--- src/rtl/shift_sequencer_pkg.sv ---
// Shared definitions for the shift sequencer: widths, FSM state codes and
// the eight single-step shift mode codes.
package shift_sequencer_pkg;

  localparam int DATA_W = 4;
  localparam int MODE_W = 3;
  localparam int CNT_W  = 3;

  typedef logic [1:0] state_t;

  localparam logic [1:0] ST_IDLE = 2'b00;
  localparam logic [1:0] ST_RUN  = 2'b01;
  localparam logic [1:0] ST_DONE = 2'b10;

  localparam logic [2:0] MODE_SHL0 = 3'b000;
  localparam logic [2:0] MODE_SHL1 = 3'b001;
  localparam logic [2:0] MODE_SHR0 = 3'b010;
  localparam logic [2:0] MODE_SHR1 = 3'b011;
  localparam logic [2:0] MODE_ASL  = 3'b100;
  localparam logic [2:0] MODE_ASR  = 3'b101;
  localparam logic [2:0] MODE_ROL  = 3'b110;
  localparam logic [2:0] MODE_ROR  = 3'b111;

endpackage

--- src/rtl/shift_sequencer_if.sv ---
// Request/status bundle between a requester and the shift sequencer.
interface shift_sequencer_if;
  import shift_sequencer_pkg::*;

  // Handshake: start is a request pulse that is accepted only on a rising
  // edge where busy=0 (IDLE); data_in/mode/count are captured on that edge.
  // busy stays high from the cycle after acceptance through the done cycle;
  // done is a one-cycle pulse qualifying result as final. No backpressure.
  logic                start;
  logic [DATA_W-1:0]   data_in;
  logic [MODE_W-1:0]   mode;
  logic [CNT_W-1:0]    count;
  logic [DATA_W-1:0]   result;
  logic                busy;
  logic                done;
  state_t              state;

  modport master (
    output start, data_in, mode, count,
    input  result, busy, done, state
  );

  modport slave (
    input  start, data_in, mode, count,
    output result, busy, done, state
  );

endinterface

--- src/rtl/shifter.sv ---
// Single-step 4-bit combinational shifter; Mode selects shift/rotate/fill.
module shifter
  import shift_sequencer_pkg::*;
(
  output logic [DATA_W-1:0] R,
  input  logic [DATA_W-1:0] A,
  input  logic [MODE_W-1:0] Mode
);

  always_comb begin
    R = A;
    case (Mode)
      MODE_SHL0: R = {A[2:0], 1'b0};
      MODE_SHL1: R = {A[2:0], 1'b1};
      MODE_SHR0: R = {1'b0, A[3:1]};
      MODE_SHR1: R = {1'b1, A[3:1]};
      MODE_ASL:  R = {A[2:0], 1'b0};
      // Arithmetic right replicates the sign bit into the vacated MSB.
      MODE_ASR:  R = {A[3], A[3:1]};
      MODE_ROL:  R = {A[2:0], A[3]};
      MODE_ROR:  R = {A[0], A[3:1]};
      default:   R = A;
    endcase
  end

endmodule

--- src/rtl/shift_sequencer.sv ---
// Applies `count` single-step shifts of the selected mode to a captured
// operand, one step per cycle, then pulses done for one cycle.
module shift_sequencer
  import shift_sequencer_pkg::*;
(
  input  logic               clk,
  input  logic               reset,
  shift_sequencer_if.slave   bus
);

  state_t              state_q;
  state_t              state_d;
  logic [DATA_W-1:0]   result_q;
  logic [DATA_W-1:0]   step_r;
  logic [MODE_W-1:0]   mode_q;
  logic [CNT_W-1:0]    rem_q;
  logic                busy_q;
  logic                done_q;

  shifter u_shifter (
    .R    (step_r),
    .A    (result_q),
    .Mode (mode_q)
  );

  always_comb begin
    state_d = state_q;
    case (state_q)
      ST_IDLE: begin
        if (bus.start) begin
          state_d = (bus.count == '0) ? ST_DONE : ST_RUN;
        end
      end
      ST_RUN: begin
        if (rem_q == 3'd1) begin
          state_d = ST_DONE;
        end
      end
      ST_DONE: state_d = ST_IDLE;
      default: state_d = ST_IDLE;
    endcase
  end

  // busy/done are registered from the next-state decode so they line up
  // exactly with the state register without a combinational output path.
  always_ff @(posedge clk) begin
    if (reset) begin
      state_q  <= ST_IDLE;
      result_q <= '0;
      mode_q   <= '0;
      rem_q    <= '0;
      busy_q   <= 1'b0;
      done_q   <= 1'b0;
    end else begin
      state_q <= state_d;
      busy_q  <= (state_d != ST_IDLE);
      done_q  <= (state_d == ST_DONE);
      case (state_q)
        ST_IDLE: begin
          if (bus.start) begin
            result_q <= bus.data_in;
            if (bus.count != '0) begin
              mode_q <= bus.mode;
              rem_q  <= bus.count;
            end
          end
        end
        ST_RUN: begin
          result_q <= step_r;
          rem_q    <= rem_q - 3'd1;
        end
        default: begin
        end
      endcase
    end
  end

  assign bus.result = result_q;
  assign bus.busy   = busy_q;
  assign bus.done   = done_q;
  assign bus.state  = state_q;

endmodule

--- src/flat_wrapper.sv ---
// flat-port wrapper written by rule: the top's interface ports become plain ports
module shift_sequencer_flat import shift_sequencer_pkg::*;
  (clk, reset, bus_start, bus_data_in, bus_mode, bus_count, bus_result, bus_busy, bus_done, bus_state);
  shift_sequencer_if bus_i ();
  input  logic clk;
  input  logic reset;
  input wire logic [$bits(bus_i.start)-1:0] bus_start;
  input wire logic [$bits(bus_i.data_in)-1:0] bus_data_in;
  input wire logic [$bits(bus_i.mode)-1:0] bus_mode;
  input wire logic [$bits(bus_i.count)-1:0] bus_count;
  output wire logic [$bits(bus_i.result)-1:0] bus_result;
  output wire logic [$bits(bus_i.busy)-1:0] bus_busy;
  output wire logic [$bits(bus_i.done)-1:0] bus_done;
  output wire logic [$bits(bus_i.state)-1:0] bus_state;
  assign bus_i.start = bus_start;
  assign bus_i.data_in = bus_data_in;
  assign bus_i.mode = bus_mode;
  assign bus_i.count = bus_count;
  assign bus_result = bus_i.result;
  assign bus_busy = bus_i.busy;
  assign bus_done = bus_i.done;
  assign bus_state = bus_i.state;
  shift_sequencer u_core (.clk(clk), .reset(reset), .bus(bus_i));
endmodule
--- config.mk ---
export PLATFORM = sky130hd
export DESIGN_NAME = shift_sequencer_flat
export DESIGN_NICKNAME = d
export VERILOG_FILES = /design/src/rtl/shift_sequencer_pkg.sv /design/src/rtl/shift_sequencer_if.sv /design/src/rtl/shifter.sv /design/src/rtl/shift_sequencer.sv /design/src/flat_wrapper.sv
export SDC_FILE = /design/constraint.sdc
export NUM_CORES = 1
export LEC_CHECK = 0
export CAP_MARGIN = 10
export CORE_MARGIN = 10
export CORE_UTILIZATION = 49
export CTS_BUF_LIST = sky130_fd_sc_hd__clkbuf_2 sky130_fd_sc_hd__clkbuf_4 sky130_fd_sc_hd__clkbuf_8
export CTS_CLUSTER_DIAMETER = 30
export DETAILED_ROUTE_END_ITERATION = 12
export PLACE_DENSITY = 0.81
export SLEW_MARGIN = 20
export SYNTH_ARGS = -nofsm -noshare
export SYNTH_HDL_FRONTEND = slang
export SYNTH_SLANG_ARGS = --single-unit
--- constraint.sdc ---
create_clock -name clk -period 1.8 [get_ports clk]
set_clock_uncertainty 0.15 [all_clocks]
set_input_delay 0.45 -clock clk [delete_from_list [all_inputs] [get_ports clk]]
set_output_delay 0.45 -clock clk [all_outputs]
set_load 0.02 [all_outputs]
# Yosys cells after proc, flatten, opt, wreduce, memory -nomap -nowiden
# Cells that the tools add are included.
# totals
output_inout_bits,8
input_bits,13
reg_bits,14
# op_classes
n_eq_ne,13
n_reduce_logical,11
muxes,10
add_sub_neg,1
# ops
op,count
$pmux 4 s7,1
$eq 3x3->1 const B,4
$reduce_and 3->1,3
$pmux 4 s2,1
$eq 3x1->1 const B,2
$eq 3x2->1 const B,2
$logic_not 3->1,2
$mux 2,3
$mux 3,2
$pmux 3 s2,1
$mux 4,1
$ne 2x2->1 const B,2
$pmux 2 s2,1
$reduce_bool 2->1,2
$reduce_bool 3->1,1
$sub 3x1->3 const B,1
$eq 2x1->1 const B,1
$eq 2x2->1 const B,1
$logic_not 2->1,1
$ne 2x1->1 const B,1
$reduce_and 2->1,1
$reduce_or 2->1,1

# Longest topological paths before layout
# logic_depth
ltp_word,5
mapped_depth,5
ltp_nobuf,5

# Modules after synthesis
# From an unflattened synthesis, not the netlist that was laid out.
# hier_totals
cells_unflattened,88
area_unflattened_um2,777.0
# by_module_without_submodules
mod,seq_area_each_um2,instances,cells_per_inst,area_per_inst_um2
shift_sequencer,280.3,1,77,681.9
shifter,0.0,1,11,95.1

# Least setup slack after synthesis
# OpenSTA, ideal clock, no wires.
# synth_timing
path_kind,in2reg
from,input port bus_count[1]
to,register u_core.rem_q[2]
t_required_ps,1521
path_slack_ps,264
stages,4
arrival_time_ps,1257
path_cell_list,or3_1 -> buf_2 -> a221oi_1 -> a311oi_1
# synth_via
elab_chain_len,3
# synth_rtl
item,line_no,rtl
from (decl),flat_wrapper.sv:10,input wire logic [$bits(bus_i.count)-1:0] bus_count;
$reduce_bool 3->1,shift_sequencer.sv:62,if (bus.count != '0) begin
$ne 2x1->1 (no source line),n/a,
$reduce_and 3->1 (no source line),n/a,
to (signal assigned),shift_sequencer.sv:64,rem_q <= bus.count;
to (signal assigned),shift_sequencer.sv:70,rem_q <= rem_q - 3'd1;
to (decl),shift_sequencer.sv:16,logic [CNT_W-1:0] rem_q;
# Every way passes these cells.
# A chain may end at the register's enable or synchronous reset.

# Worst setup path after layout
# Ends and elaborated chain as after synthesis.

==> results.json <==
{
  "cap_violations": 0,
  "worstPathCellList": "clkdlybuf4s50_1, or3_1, a221oi_2, a311oi_1",
  "final_common_cell": "dfxtp_1",
  "detail_route.wl_per_cell_um": 15.68,
  "clk_path_buf_depth": 2,
  "synth-warning-count": 0,
  "dp.cells": 135,
  "finalMaxSlewViolations": 0,
  "synthesis.nets": 106,
  "setup_viol": 0,
  "ant_nets": 0,
  "firstDrtPassIters": 4,
  "syn_area_um2": 787.0,
  "crit_end": "u_core.rem_q[2]",
  "worstSkewPairLatency_ns": 0.28,
  "critPathKind": "in -> reg",
  "track_usage_pct": 13.07,
  "ys_async_sr_fraction_pct": 0,
  "cp.required_ns": 1.82,
  "ir_worst_vdd_mv": 0.5280,
  "num_rows": 14,
  "fillers": 130,
  "antenna_found_initial": 0,
  "period_minus_slack_ns": 1.682,
  "synth-seq-cells": 14,
  "wl_met2_um": 987,
  "synth_flop_cell": "dfxtp_1",
  "multi_input_area_um2": 465.4,
  "routed_wl_um": 2179,
  "crit_start": "bus_count[1]",
  "cts_tree": "done",
  "synthCells": 91,
  "htreeDepth": 1,
  "max_freq_mhz": 594.6,
  "met3WireLength_um": 217,
  "cp_slowest_cell": "or3_1",
  "die_w_um": 60.08,
  "post-dp-hpwl_um": 1657,
  "dieArea_um2": 3609,
  "ctsRootBufferMaster": "clkbuf_4",
  "finalSetupTns_ns": 0,
  "ys_seq_area_share_pct": 35.61,
  "r2r_slack_ns": 0.17,
  "r2r-end": "u_core.bus.result[1]",
  "globalplace.congestion": 0.8838,
  "cts_buffers": 3,
  "cp-start-kind": "input pin",
  "core_area_um2": 1506,
  "grt_pass1_wl_um": 3663,
  "synth_edf_count": 0,
  "vias_per_cell": 5.878,
  "fin_nets": 139,
  "fin_cells": 139,
  "crit_fanout": 4,
  "die_height_um": 60.08,
  "drt_iter0_drc": 16,
  "route.detailed.drc": 0,
  "dpl_cell_area_um2": 1080,
  "post_cts.repair.setup_buffers": 0,
  "status": "completed",
  "grt_overflow": 0,
  "ys_types": 38,
  "ioPinCount": 21,
  "cts.clk_slew.worst_paths_ns": 0.09,
  "wl_met1_um": 949,
  "tightest_slew_ns": 0.3959,
  "avgSynthCellArea_um2": 8.648,
  "cpPeakStageDelay_ns": 0.46,
  "vias": 817,
  "timing.slew.headroom_pct": 72.92,
  "top_layer_used": "met4",
  "drive_gt1_share_pct": 17.89,
  "port_buffers": 20,
  "cts.sinks": 14,
  "p_per_area_nw_per_um2": 780.9,
  "grt_pass1_vias": 829,
  "area_delta_synth_final_pct": 41.34,
  "final_cell_mix": "dfxtp_1, buf_4, clkdlybuf4s50_1, dlygate4sd2_1",
  "antenna_cells": 0,
  "crit_arrival_ns": 1.71,
  "min_period_over_period_pct": 93.43,
  "r2r_start": "u_core.mode_q[2]",
  "initial_core_util_pct": 52.24,
  "r2r_cells": 3,
  "p_total_uw": 868.6,
  "rsz0062_at_grt": "no",
  "finalHoldViolCount": 0,
  "final_area_um2": 1112,
  "seq_area_um2": 280.3,
  "leakage_uw": 0.0004613,
  "grt_start_max_net_pins": 15,
  "end_kind": "register",
  "hp-class": "reg -> reg"
}
[layer usage]
| metal | up-vias | track usage, % |
|---|---|---|
| li1 | 411 | - |
| met1 | 376 | 14.11 |
| met2 | 26 | 20.29 |
| met3 | 4 | 7.839 |
| met4 | 0 | 5.128 |
| met5 | - | 0 |
[area by class of cell]
class	count	share of cell area, %
sequential	14	25.20
multi-input combinational	66	41.84
tap	16	1.800
timing repair buffer	33	25.87
clock buffer	4	3.262
inverter	6	2.025
[sequential cells by signal, indices dropped and copies added (netlist names)]
signal             cells
u_core.bus.done        1
u_core.bus.busy        1
u_core.mode_q          3
u_core.bus.state       2
u_core.rem_q           3
u_core.bus.result      4
[where the power goes]
group	switching, uW	internal (uW)	total, uW
combinational	132	132	265
clock	109	123	232
sequential	29.6	343	372
total	270	598	869
[critical path: cells and delay by family]
family / cells / cell delay [ns]
AOI/OAI and AO/OA: 2 / 0.35
buffers and inverters: 1 / 0.45
and+or+nand+nor: 1 / 0.46
[synth_stat cells, drive strengths merged, types with 3 or more instances]
cell type | n | area [um2]
nand3 | 4 | 20.02
inv | 6 | 22.52
buf | 3 | 17.52
a21oi | 7 | 35.03
nor2 | 4 | 15.01
dfxtp | 14 | 280.3
or3 | 4 | 25.02
nor3 | 7 | 35.03
nand2 | 3 | 11.26
o21ai | 3 | 15.01
[repair_timing]
item / 4_1_cts / 5_1_grt
hold endpoints to repair: 0 / 0
hold buffers: 0 / 0
endpoints found under the setup margin: 8 / 1
resized for setup: 8 / 1
[through the flow]
step                      setup slack (ns)  util [%]  hold WS, ns
after global placement             -0.1592     71.68       0.3512
after CTS                           0.1014     73.42       0.3689
after global routing               0.04528     73.84       0.4023
final                               0.1183     73.84       0.3620
after floorplan                     0.2643         -       0.3282
after detailed placement           -0.2071     71.68       0.3549
[worst min-delay path by stage]
stage	start	end	slack (ns)	depth (start not counted)
floorplan	u_core.rem_q[0]	u_core.rem_q[0]	0.33	1
global route	u_core.bus.state[1]	u_core.bus.state[1]	0.40	1
finish	u_core.bus.state[1]	u_core.bus.done	0.36	1
detailed placement	u_core.bus.state[1]	u_core.bus.done	0.35	1
global placement	u_core.rem_q[0]	u_core.rem_q[0]	0.35	1
CTS	u_core.bus.state[1]	u_core.bus.done	0.37	1
[kinds of logic (layout without fill, tap and decap cells)]
kind of cell	Yosys count	in the layout	synth area share [%]
adder cells (fa/ha/maj)	2	2	3.179
buffers and inverters	11	43	6.042
AO/OA/AOI/OAI	28	28	25.76
flip-flops	14	14	35.61
AND/OR/NAND/NOR	33	33	24.96
multiplexers	3	3	4.451
Note: power is estimated with default switching activity, not from simulation.
